**src/rtl/cdc_rx_bridge.sv**
```systemverilog
// USB CDC OUT byte FIFO with CPU DATA/STATUS registers and CR line tracking.
// Define CDC_RX_LF_DROP_EN to accept LF (0x0A) bytes without storing them.
module cdc_rx_bridge #(
  parameter int DEPTH_LOG2 = 4
) (
  input  logic        clk,
  input  logic        rst,
  input  logic [7:0]  in_data,
  input  logic        in_valid,
  output logic        in_ready,
  input  logic        cpu_rd,
  input  logic        cpu_addr,
  output logic [15:0] cpu_rdata,
  output logic        line_avail
);

  localparam int DEPTH = 1 << DEPTH_LOG2;

  typedef logic [DEPTH_LOG2-1:0] ptr_t;
  typedef logic [DEPTH_LOG2:0]   cnt_t;

  localparam cnt_t CNT_FULL = cnt_t'(DEPTH);
  localparam cnt_t CNT_ONE  = cnt_t'(1);
  localparam ptr_t PTR_ONE  = ptr_t'(1);

  logic [7:0]  mem_q [DEPTH];
  ptr_t        wr_q, wr_d;
  ptr_t        rd_q, rd_d;
  cnt_t        cnt_q, cnt_d;
  cnt_t        cr_q, cr_d;
  logic [15:0] rdata_q, rdata_d;

  logic        full, empty;
  logic        push, store, pop;
  logic        cr_in, cr_out;
  logic [7:0]  head;
  logic [7:0]  cnt8;
  logic [15:0] status;

  assign full     = (cnt_q == CNT_FULL);
  assign empty    = (cnt_q == '0);
  assign in_ready = !full && !rst;
  assign push     = in_valid && in_ready;

`ifdef CDC_RX_LF_DROP_EN
  assign store = push && (in_data != 8'h0A);
`else
  assign store = push;
`endif

  assign pop    = cpu_rd && !cpu_addr && !empty && !rst;
  assign head   = mem_q[rd_q];
  assign cr_in  = store && (in_data == 8'h0D);
  assign cr_out = pop && (head == 8'h0D);

  assign line_avail = (cr_q != '0) && !rst;
  assign cnt8       = 8'(cnt_q);
  // Status reflects pre-update state of the read cycle
  assign status = {cnt8, 5'b0, line_avail, full, !empty};

  always_comb begin
    wr_d    = wr_q;
    rd_d    = rd_q;
    cnt_d   = cnt_q;
    cr_d    = cr_q;
    rdata_d = rdata_q;
    if (store) wr_d = wr_q + PTR_ONE;
    if (pop)   rd_d = rd_q + PTR_ONE;
    unique case ({store, pop})
      2'b10:   cnt_d = cnt_q + CNT_ONE;
      2'b01:   cnt_d = cnt_q - CNT_ONE;
      default: cnt_d = cnt_q;
    endcase
    unique case ({cr_in, cr_out})
      2'b10:   cr_d = cr_q + CNT_ONE;
      2'b01:   cr_d = cr_q - CNT_ONE;
      default: cr_d = cr_q;
    endcase
    if (cpu_rd) begin
      if (cpu_addr)   rdata_d = status;
      else if (empty) rdata_d = 16'h0000;
      else            rdata_d = {8'h00, head};
    end
  end

  always_ff @(posedge clk) begin
    if (rst) begin
      wr_q    <= '0;
      rd_q    <= '0;
      cnt_q   <= '0;
      cr_q    <= '0;
      rdata_q <= 16'h0000;
    end else begin
      wr_q    <= wr_d;
      rd_q    <= rd_d;
      cnt_q   <= cnt_d;
      cr_q    <= cr_d;
      rdata_q <= rdata_d;
    end
  end

  always_ff @(posedge clk) begin
    if (store) mem_q[wr_q] <= in_data;
  end

  assign cpu_rdata = rdata_q;

endmodule

```
**config.mk**
```make
export PLATFORM = sky130hd
export DESIGN_NAME = cdc_rx_bridge
export DESIGN_NICKNAME = d
export VERILOG_FILES = /design/src/rtl/cdc_rx_bridge.sv
export SDC_FILE = /design/constraint.sdc
export NUM_CORES = 1
export LEC_CHECK = 0
export ABC_AREA = 1
export ABC_CLOCK_PERIOD_IN_PS = 4370
export CAP_MARGIN = 20
export CORE_MARGIN = 2
export CORE_UTILIZATION = 60
export DETAILED_ROUTE_END_ITERATION = 12
export GPL_ROUTABILITY_DRIVEN = 0
export MAX_ROUTING_LAYER = met4
export PLACE_DENSITY = 0.84
export SLEW_MARGIN = 20
export SYNTH_ARGS = -nofsm -noshare
export SYNTH_HDL_FRONTEND = slang
export SYNTH_SLANG_ARGS = --single-unit
```
**constraint.sdc**
```tcl
create_clock -name clk -period 4.37 [get_ports clk]
set_input_delay 0.874 -clock clk [delete_from_list [all_inputs] [get_ports clk]]
set_output_delay 0.874 -clock clk [all_outputs]
set_load 0.02 [all_outputs]
```
# Word level (Yosys, flattened, before mapping)
# Memory sizes are Yosys's and may differ from the RTL's. A register that Yosys moved wholly into a read port is not among the register bits.
# Index checks and enable logic that the tools add are counted.
# totals
ff_bits	34
ram_bits	128
in_bits	13
out_inout_bits	18
memories	1
# op_classes
add_sub_neg	6
n_eq_ne	7
mux	8
n_reduce_logical	16
# memory_table
name	depth	width	rd	rd_ports_with_merged_regs	write_ports	line	source
mem_q	16	8	1	1	1	26	logic [7:0] mem_q [DEPTH];
# op_table
cell	count
case mux 5 bit (2 select lines)	2
== test 8 x 4 -> 1 bit (second input constant)	2
two-way mux 13 bit	1
adder 5 x 1 -> 5 bit (second input constant)	2
subtractor 5 x 1 -> 5 bit (second input constant)	2
adder 4 x 1 -> 4 bit (second input constant)	2
logical AND 1 bit	8
two-way mux 4 bit	2
two-way mux 8 bit	1
== test 5 bit (second input constant)	1
zero test 5 bit	1
nonzero test 5 bit	1
== test 2 x 1 -> 1 bit (second input constant)	2
== test 2 bit (second input constant)	2
zero test 1 bit	4
nonzero test 2 bit	2
two-way mux 1 bit	2

# Logic depth before layout (Yosys ltp)
# depth
word_depth	7
ltp_mapped	20

# Least setup slack after synthesis
# OpenSTA, ideal clock, no wires.
# synth_timing
kind	input to register
startpoint	input rst
endpoint	register cr_q[4]
setup_time_ns	0.070
arrival_ns	2.940
required_time_ns	4.300
setup_slack_ns	1.359
stages	14
n_path_buf	1
path_cell_list	buf_2 inv_2 nand2_1 inv_1 nand2_2 inv_1 nand3b_1 ha_1 fa_1 a21o_1 a21oi_1 xor2_1 nand2_1 a21oi_1
# synth_via
elab_chain_len	6
# synth_lines
item	line	source
start, declared	7	input logic rst,
zero test 1 bit (*)	42	assign in_ready = !full && !rst;
logical AND 1 bit (*)	42	
via in_ready	10	output logic in_ready,
logical AND 1 bit (*)	43	assign push = in_valid && in_ready;
logical AND 1 bit (*)	53	assign cr_in = store && (in_data == 8'h0D);
== test 2 x 1 -> 1 bit or == test 2 bit (tied branches)	74	unique case ({cr_in, cr_out})
case mux 5 bit (2 select lines) or nonzero test 2 bit (tied branches)	-	
end signal, assigned	97	cr_q <= cr_d;
end, declared	30	cnt_t cr_q, cr_d;
# Mark *: on every way through the listed nets, which the timed path passes. The rest lies on a longest branch.
# A chain may end at the register's enable or synchronous reset.

==> flow_summary.json <==
{
  "slew_headroom_pct": 36.4,
  "htreeDepth": 4,
  "pin_count": 31,
  "critPathRequiredTime_ps": 4700,
  "grt_max_degree": 69,
  "min_path_cells": 2,
  "initial_utilization_pct": 61.9,
  "ant_nets": 0,
  "worstSetupPathType": "flop to flop",
  "rr_endpoint": "cr_q[3]$_SDFFE_PP0P_",
  "max_freq_ghz": 0.296,
  "cts_buffers": 17,
  "clk_pin_slew_ps": 70,
  "yosys_register_bits": 163,
  "reg2regPathDepth": 17,
  "top_usage_layer": "met2",
  "clock_path_buffers": 2,
  "syn2layout_area_growth_pct": 13.3,
  "gr-usage-met1_pct": 32.9,
  "hpwl_um": 9470,
  "drc_errors": 0,
  "grt_usage_pct": 26.5,
  "drt_iter0_drc": 593,
  "synth_top_area_cell": "edfxtp_1",
  "synth_common_cells": "nand2_1 (159), edfxtp_1 (128), nor2_1 (77)",
  "worstPathArrival_ps": 3710,
  "ys_async_sr_fraction_pct": 0,
  "placed_cell_area_um2": 7470,
  "ctsResizeCount": 0,
  "antenna_found_initial": 0,
  "overflow": 0,
  "ff2ff_setup_slack_ps": 990,
  "synth_area_leaders": "edfxtp_1 (54%), dfxtp_1 (9.8%), nand2_1 (8.4%)",
  "maxCapViolations": 0,
  "core_area_um2": 11500,
  "viasPerCell": 5.75,
  "hold_violations": 0,
  "yosysSeqAreaShare_pct": 63.7,
  "clock-sinks": 163,
  "min_period_ps": 3380,
  "wl_per_cell_um": 17.6,
  "num-nets-final": 756,
  "setup-violations-final": 0,
  "die_area_um2": 12800,
  "drive_gt1_share_pct": 7.69,
  "slew_viol_final": 0,
  "hp-start": "cpu_rdata[10]$_SDFFE_PP0P_",
  "gr-usage-met2_pct": 42.7,
  "hold_path.class": "flop to flop",
  "yosys_warnings": 0,
  "synth_area_um2": 7130,
  "grt_use_met3_pct": 4.82,
  "postCtsHoldBufs": 0,
  "synth_cells": 699,
  "worst_slew_pin_slew_ps": 950,
  "powerDensity_nw_per_um2": 435,
  "die_w_um": 113,
  "worst_slack_ps": 991,
  "synthDistinctLibCells": 34,
  "syn_area_per_cell_um2": 10.2,
  "worstHoldEndpoint": "cpu_rdata[10]$_SDFFE_PP0P_",
  "grt_pass1_wl_um": 24700,
  "synthMostInstantiatedCell": "nand2_1",
  "endpoint_kind": "flop",
  "wl_um": 15600,
  "synth_edf_count": 128,
  "grt_pass1_vias": 4843,
  "outcome": "finished clean",
  "finalInstanceArea_um2": 8080,
  "dp_slack_ps": 658,
  "num_vias": 5080,
  "start_kind": "flop",
  "fin_skew_ps": 7.27,
  "cts_setup_buffers": 0,
  "rsz0062_at_grt": "false",
  "yosys.area.top_type_share_pct": 53.9,
  "port_buffers": 27,
  "cts_tree": "done",
  "clock_latency_ps": 440,
  "antennaDiodeCount": 0,
  "die_h_um": 113,
  "rows": 39,
  "cellLeakagePower_nw": 3.25,
  "ys.flop_type": "edfxtp_1",
  "clock-root-buffer": "clkbuf_16",
  "firstDrtPassIters": 5,
  "irDropWorstVdd_v": 0.000256,
  "min_period_over_period_pct": 77.3,
  "setup_tns_ps": 0,
  "cp_max_fo": 68
}
## worst max-delay path by stage
stage	from	endpoint	slack (ps)	depth (start not counted)
finish	flop	cr_q[3]$_SDFFE_PP0P_	990	17
CTS	flop	cr_q[3]$_SDFFE_PP0P_	1020	17
global route	flop	cr_q[4]$_SDFFE_PP0P_	670	16
floorplan	rst	cr_q[4]$_SDFFE_PP0P_	1360	14
global placement	in_data[4]	cr_q[4]$_SDFFE_PP0P_	770	10
detailed placement	in_data[4]	cr_q[3]$_SDFFE_PP0P_	660	11
## where the power goes
part | leakage, nW | internal [W] | switching [W] | total (W)
Combinational | 1.52 | 0.0000971 | 0.000201 | 0.000298
Sequential | 1.44 | 0.00169 | 0.0000182 | 0.00171
Clock | 0.297 | 0.000824 | 0.000683 | 0.00151
## registers in the layout (all words and copies together) (netlist names), named ones only
| register | flops |
|---|---|
| rd_q | 4 |
| mem_q | 128 |
| cnt_q | 5 |
| cr_q | 5 |
| wr_q | 4 |
| cpu_rdata | 13 |
## worst max-delay path: stages, from the launching register on
cell and delay, ps:
dfxtp_2 330, buf_4 570, nor2_1 130, nor2_1 110, o21ai_0 120, o211ai_1 130
nand3_1 120, nand2_1 160, nand3_1 90, nor2_1 110, ha_1 350, ha_1 340
nand2_1 100, nor2_1 50, a211oi_1 210, xnor2_1 90, o21ai_0 150, inv_1 60
## stage by stage
| step | utilization [%] | std cells | total power, W | hold WS, ps |
|---|---|---|---|---|
| 2_1_floorplan | - | 701 | 0.00195 | 454 |
| 6_report | 70.2 | 884 | 0.00352 | 469 |
| 4_1_cts | 70.2 | 884 | 0.00352 | 470 |
| 5_1_grt | 70.2 | 884 | 0.00361 | 489 |
| 3_5_place_dp | 64.9 | 852 | 0.00203 | 460 |
| 3_3_place_gp | 64.9 | 852 | 0.00202 | 459 |
## layout by cell type, fill, tap and decap left out, types with 4 or more instances in the layout
cell type / instances
nand2_1: 159
edfxtp_1: 128
nor2_1: 77
inv_1: 76
nand3_1: 75
dfxtp_1: 34
o21ai_0: 32
clkdlybuf4s50_1: 27
a21oi_1: 23
clkbuf_16: 17
ha_1: 13
buf_4: 13
inv_8: 7
o21ai_1: 6
xor2_1: 6
o211ai_1: 4
xnor2_1: 4
## per-layer routing
| layer | wire length [µm] | share of wire, % | vias to the layer above |
|---|---|---|---|
| met2 | 7780 | 50 | 274 |
| li1 | - | - | 2383 |
| met4 | 456 | 2.9 | 0 |
| met5 | 0 | 0 | - |
| met3 | 1380 | 8.8 | 47 |
| met1 | 5970 | 38 | 2376 |
## logic make-up after synthesis
group | share of synthesized area [%]
and+or+nand+nor | 18.8
DFF | 63.7
buffers and inverters | 7.23
AOI/OAI and AO/OA | 6.07
adders and majority gates | 2.84
xor gates and xnor gates | 1.23
other | 0.0526
## final cells by class
type	count	area, µm²
tap	143	179
clock buffer	17	425
clock inverter	15	184
timing repair buffer	40	368
inverter	79	299
fill	768	3440
multi-input combinational	427	2080
sequential	163	4550
Note: power is estimated with default switching activity, not from simulation.
==> variant 1 (config.mk and constraints unchanged) <==
The option `CDC_RX_LF_DROP_EN` is turned on by a define.
--- a/src/rtl/cdc_rx_bridge.sv
+++ b/src/rtl/cdc_rx_bridge.sv
@@ -2,2 +2,4 @@
 // Define CDC_RX_LF_DROP_EN to accept LF (0x0A) bytes without storing them.
+`define CDC_RX_LF_DROP_EN
+
 module cdc_rx_bridge #(
Behaviour: not the same (a bounded check fails within 4 cycles, from zero or initial values and one cycle with rst high).
==> variant 1 against the unedited design <==
- sequential cell count did not move
- register-to-register slack got worse by 0.14 ns
- wire length rose by 5.4%
- total power fell by 3.6%
- area after synthesis fell by 0.67%
- worst hold slack got worse by 0.0018 ns
- utilization fell by 0.062 points
- design area fell by 0.51%
- largest cell class unchanged
- worst setup slack got worse by 0.34 ns
==> variant 1: results (changes against the unedited design) <==
critical path's slowest cell clkdlybuf4s50_1; sequential area share after synthesis 64.16% (+0.43 points); detailed-route via count 5,162 (+1.6%); pre-CTS WS 0.4606 ns (-0.1976 ns); first-pass GRT wire length 26.00 mm (+5.4%); non-filler instance count after layout 896 (+1.4%); cell area after layout 0.008038 mm² (-0.51%); pin count of the biggest net entering global routing 71 (+2.9%); worst rel slew slack 33.32% (-3.1 points); worst clock skew 0.008937 ns (+0.001664 ns); Leak 3.178 nW (-2.3%); drt first pass iters 6 (+1); Syn Inst Count 709 (+1.4%); #MultiIn Comb 440 (+3.0%); sequential share of cell area 56.55% (+0.29 points); DIE AREA 0.01269 mm² (-0.65%); placed insts 865 (+1.5%); leading post-synthesis cells by instance count 155 x nand2_1, 128 x edfxtp_1, 98 x nor2_1; Worst Reg-to-Reg Cells 16 (-1); hold path start cpu_rdata[0]$_SDFFE_PP0P_; Yosys cell types 28 (-18%); fill cell count 787 (+2.5%); run status complete, no violations; critical path's largest stage delay 0.69 ns (+0.12 ns); fraction of layout cells with a size suffix above 1 7.039% (-0.65 points); Layout Nets 769 (+1.7%); worst r2r dst cr_q[4]$_SDFFE_PP0P_; Non-clk bufs 43 (+7.5%); setup slack, reg-to-reg 0.85 ns (-0.14 ns); vias in the first global route 5,096 (+5.2%); CP Data Arrival Time 2.84 ns (-0.87 ns); Clock Sinks 163 (unchanged); Crit Path Max Fanout 23 (-66%); Inverters excl. clock 76 (-3.8%); ranking of synthesized cells by area edfxtp_1 54%, dfxtp_1 9.9%, nand2_1 8.2%; EDFF count, synth 128 (unchanged); VDD IR-drop max 0.2415 mV (-5.8%); placed inst area 0.007481 mm² (+0.15%); Worst-Skew Late Latency 0.42 ns (-0.02 ns); Crit path max-delay family buffers and inverters; Final min period 3.716 ns (+0.3369 ns); total global-route track usage 27.78% (+1.3 points); WHS 0.4677 ns (-0.001757 ns); Worst Hold End cpu_rdata[0]$_SDFFE_PP0P_; number of DRC markers in iteration 0 670 (+13%); non-clk buf share 4.857% (+0.30 points); Layout clock area frac 6.927% (-0.62 points); Psw 0.8160 mW (-9.6%)
## variant 1: changes by cell type in the layout (fill, tap and decap cells not counted), moves of 3 or more
| cell | before | now |
|---|---|---|
| nand3_1 | 75 | 71 |
| nand2_1 | 159 | 155 |
| o211ai_2 | 3 | 0 |
| o21ai_0 | 32 | 45 |
| o21ai_1 | 6 | 3 |
| a21o_1 | 3 | 0 |
| clkinvlp_4 | 1 | 4 |
| inv_8 | 7 | 0 |
| nor2_1 | 77 | 98 |
| buf_4 | 13 | 16 |
| o211ai_1 | 4 | 9 |
## variant 1: per-layer routing
layer	vias up	global-route usage (%)	share of wire, %
li1	2416	-	-
met1	2445	34.61	37
met2	262	45.59	51
met3	39	5.184	9.0
met4	0	10.57	2.8
met5	-	-	0
## variant 1: worst max path at each step
stage | endpoint | start
global route | cr_q[4]$_SDFFE_PP0P_ | flop
finish | line_avail | rst
floorplan | cr_q[4]$_SDFFE_PP0P_ | cpu_addr
CTS | line_avail | rst
global placement | cnt_q[4]$_SDFFE_PP0P_ | in_data[5]
detailed placement | cr_q[4]$_SDFFE_PP0P_ | cpu_rd
## variant 1: cells by family (layout without fill, tap and decap cells)
family	after synthesis	after routing	synth area share, %
AND/OR/NAND/NOR	333	333	19.27
AO/OA/AOI/OAI	82	82	6.218
flip-flops	163	163	64.16
XOR/XNOR	7	7	0.8656
adder cells (fa/ha/maj)	15	15	2.862
buffers and inverters	108	150	6.571
other	1	3	0.05294
## variant 1: power by group through the flow
stage | sequential [mW] | clock (mW) | combinational [mW]
5_1_grt | 1.71 | 1.46 | 0.321
6_report | 1.71 | 1.39 | 0.289
3_5_place_dp | 1.74 | 0 | 0.283
2_1_floorplan | 1.75 | 0 | 0.183
3_3_place_gp | 1.74 | 0 | 0.268
4_1_cts | 1.71 | 1.40 | 0.287
==> variant 2 (config.mk and constraints unchanged) <==
Made on the original files. `rdata_q` no longer has a reset.
--- a/src/rtl/cdc_rx_bridge.sv
+++ b/src/rtl/cdc_rx_bridge.sv
@@ -91,3 +91,2 @@
       cr_q    <= '0;
-      rdata_q <= 16'h0000;
     end else begin
@@ -97,4 +96,7 @@
       cr_q    <= cr_d;
-      rdata_q <= rdata_d;
     end
+  end
+
+  always_ff @(posedge clk) begin
+    rdata_q <= rdata_d;
   end
Function: differs if rst is asserted again (counterexample within 4 cycles, from zero or initial values and one cycle with rst high); with rst held inactive, the same outputs for 4 cycles.
==> variant 2 against the unedited design <==
- total power up 1.6%
- area after synthesis down 0.60%
- first-iteration DRC count up 6.6%
- sequential cell count unchanged
- global-route usage up 0.66 points
- worst setup slack worse by 0.19 ns
- design area down 0.19%
- wire length up 2.0%
- largest cell class unchanged
==> variant 2: results (changes against the unedited design) <==
critical path's slowest cell inv_2; Worst-Skew Late Latency 0.42 ns (-0.02 ns); Post-DP HPWL 9.898 mm (+4.5%); worst clock skew 0.006862 ns (-0.0004121 ns); pre-CTS WS 0.4914 ns (-0.1668 ns); Worst Hold End cr_q[4]$_SDFFE_PP0P_; CP Data Arrival Time 3.88 ns (+0.17 ns); Layout Nets 738 (-2.4%); Mean Syn Cell Area 10.45 µm² (+2.5%); drt first pass iters 6 (+1); EDFF count, synth 141 (+10%); placed insts 834 (-2.1%); Worst-Margin Slew 0.9693 ns (+0.01881 ns); VDD IR-drop max 0.4077 mV (+59%); Critical Path Sink cr_q[4]$_SDFFE_PP0P_; first-pass GRT wire length 25.32 mm (+2.6%); Worst Reg-to-Reg Cells 17 (unchanged); Yosys cell types 28 (-18%); n_diodes 0 (unchanged); critical path's largest stage delay 0.68 ns (+0.11 ns); non-filler instance count after layout 866 (-2.0%); run status complete, no violations; leading post-synthesis cells by instance count 146 x nand2_1, 141 x edfxtp_1, 87 x inv_1; number of DRC markers in iteration 0 632 (+6.6%); detailed-route via count 5,041 (-0.77%); pin count of the biggest net entering global routing 72 (+4.3%); fraction of layout cells with a size suffix above 1 6.086% (-1.6 points); Leak 3.245 nW (-0.21%); fill cell count 724 (-5.7%); ranking of synthesized cells by area edfxtp_1 60%, nand2_1 7.7%, dfxtp_1 6.2%; Crit Path Max Fanout 55 (-19%); drt total wl 15.90 mm (+2.0%); hold path start cr_q[4]$_SDFFE_PP0P_; WHS 0.4878 ns (+0.01836 ns); placed inst area 0.007475 mm² (about the same); total global-route track usage 27.12% (+0.66 points); CTS Buf Count 17 (unchanged); sequential area share after synthesis 65.95% (+2.2 points)
==> variant 2: cell types whose count changed in the layout (fill, tap and decap cells not counted), moves of 3 or more <==
cell      before  now
edfxtp_1     128  141
nand3_1       75   67
o211ai_1       4    9
clkinv_1       0    4
nand2_1      159  146
inv_1         76   87
o21ai_0       32   38
o211ai_2       3    0
dfxtp_1       34   21
o21ai_1        6    3
inv_8          7    0
==> variant 2: layout make-up <==
class	instances	area [µm²]	area share (%)
repair buffers	42	382.9	4.748
well taps	143	178.9	2.219
inverters	88	330.3	4.096
clock inverters	14	160.2	1.986
flip-flops and latches	163	4676	57.98
multi-input cells	398	1907	23.65
clock buffers	18	429.2	5.322
==> variant 2: where the power goes <==
| part | leakage [nW] | switching, mW | internal [mW] |
|---|---|---|---|
| clock network | 0.281 | 0.597 | 0.895 |
| registers | 1.47 | 0.0197 | 1.72 |
| logic | 1.50 | 0.225 | 0.112 |
| total | 3.25 | 0.842 | 2.73 |
==> variant 2: logic make-up (layout without fill, tap and decap cells) <==
kind of cell,count (synthesis),in the layout,share of synthesized area [%]
AOI/OAI and AO/OA,78,78,5.966
buffers and inverters,119,162,7.255
other,1,3,0.05291
DFF,163,163,65.95
and+or+nand+nor,295,295,17.05
adders and majority gates,15,15,2.860
xor gates and xnor gates,7,7,0.8650
==> variant 2: routing by layer <==
| layer | part of all wire (%) | track usage, % |
|---|---|---|
| met2 | 49 | 42.44 |
| met3 | 9.7 | 5.945 |
| met5 | 0 | - |
| met4 | 3.0 | 10.98 |
| met1 | 38 | 34.95 |
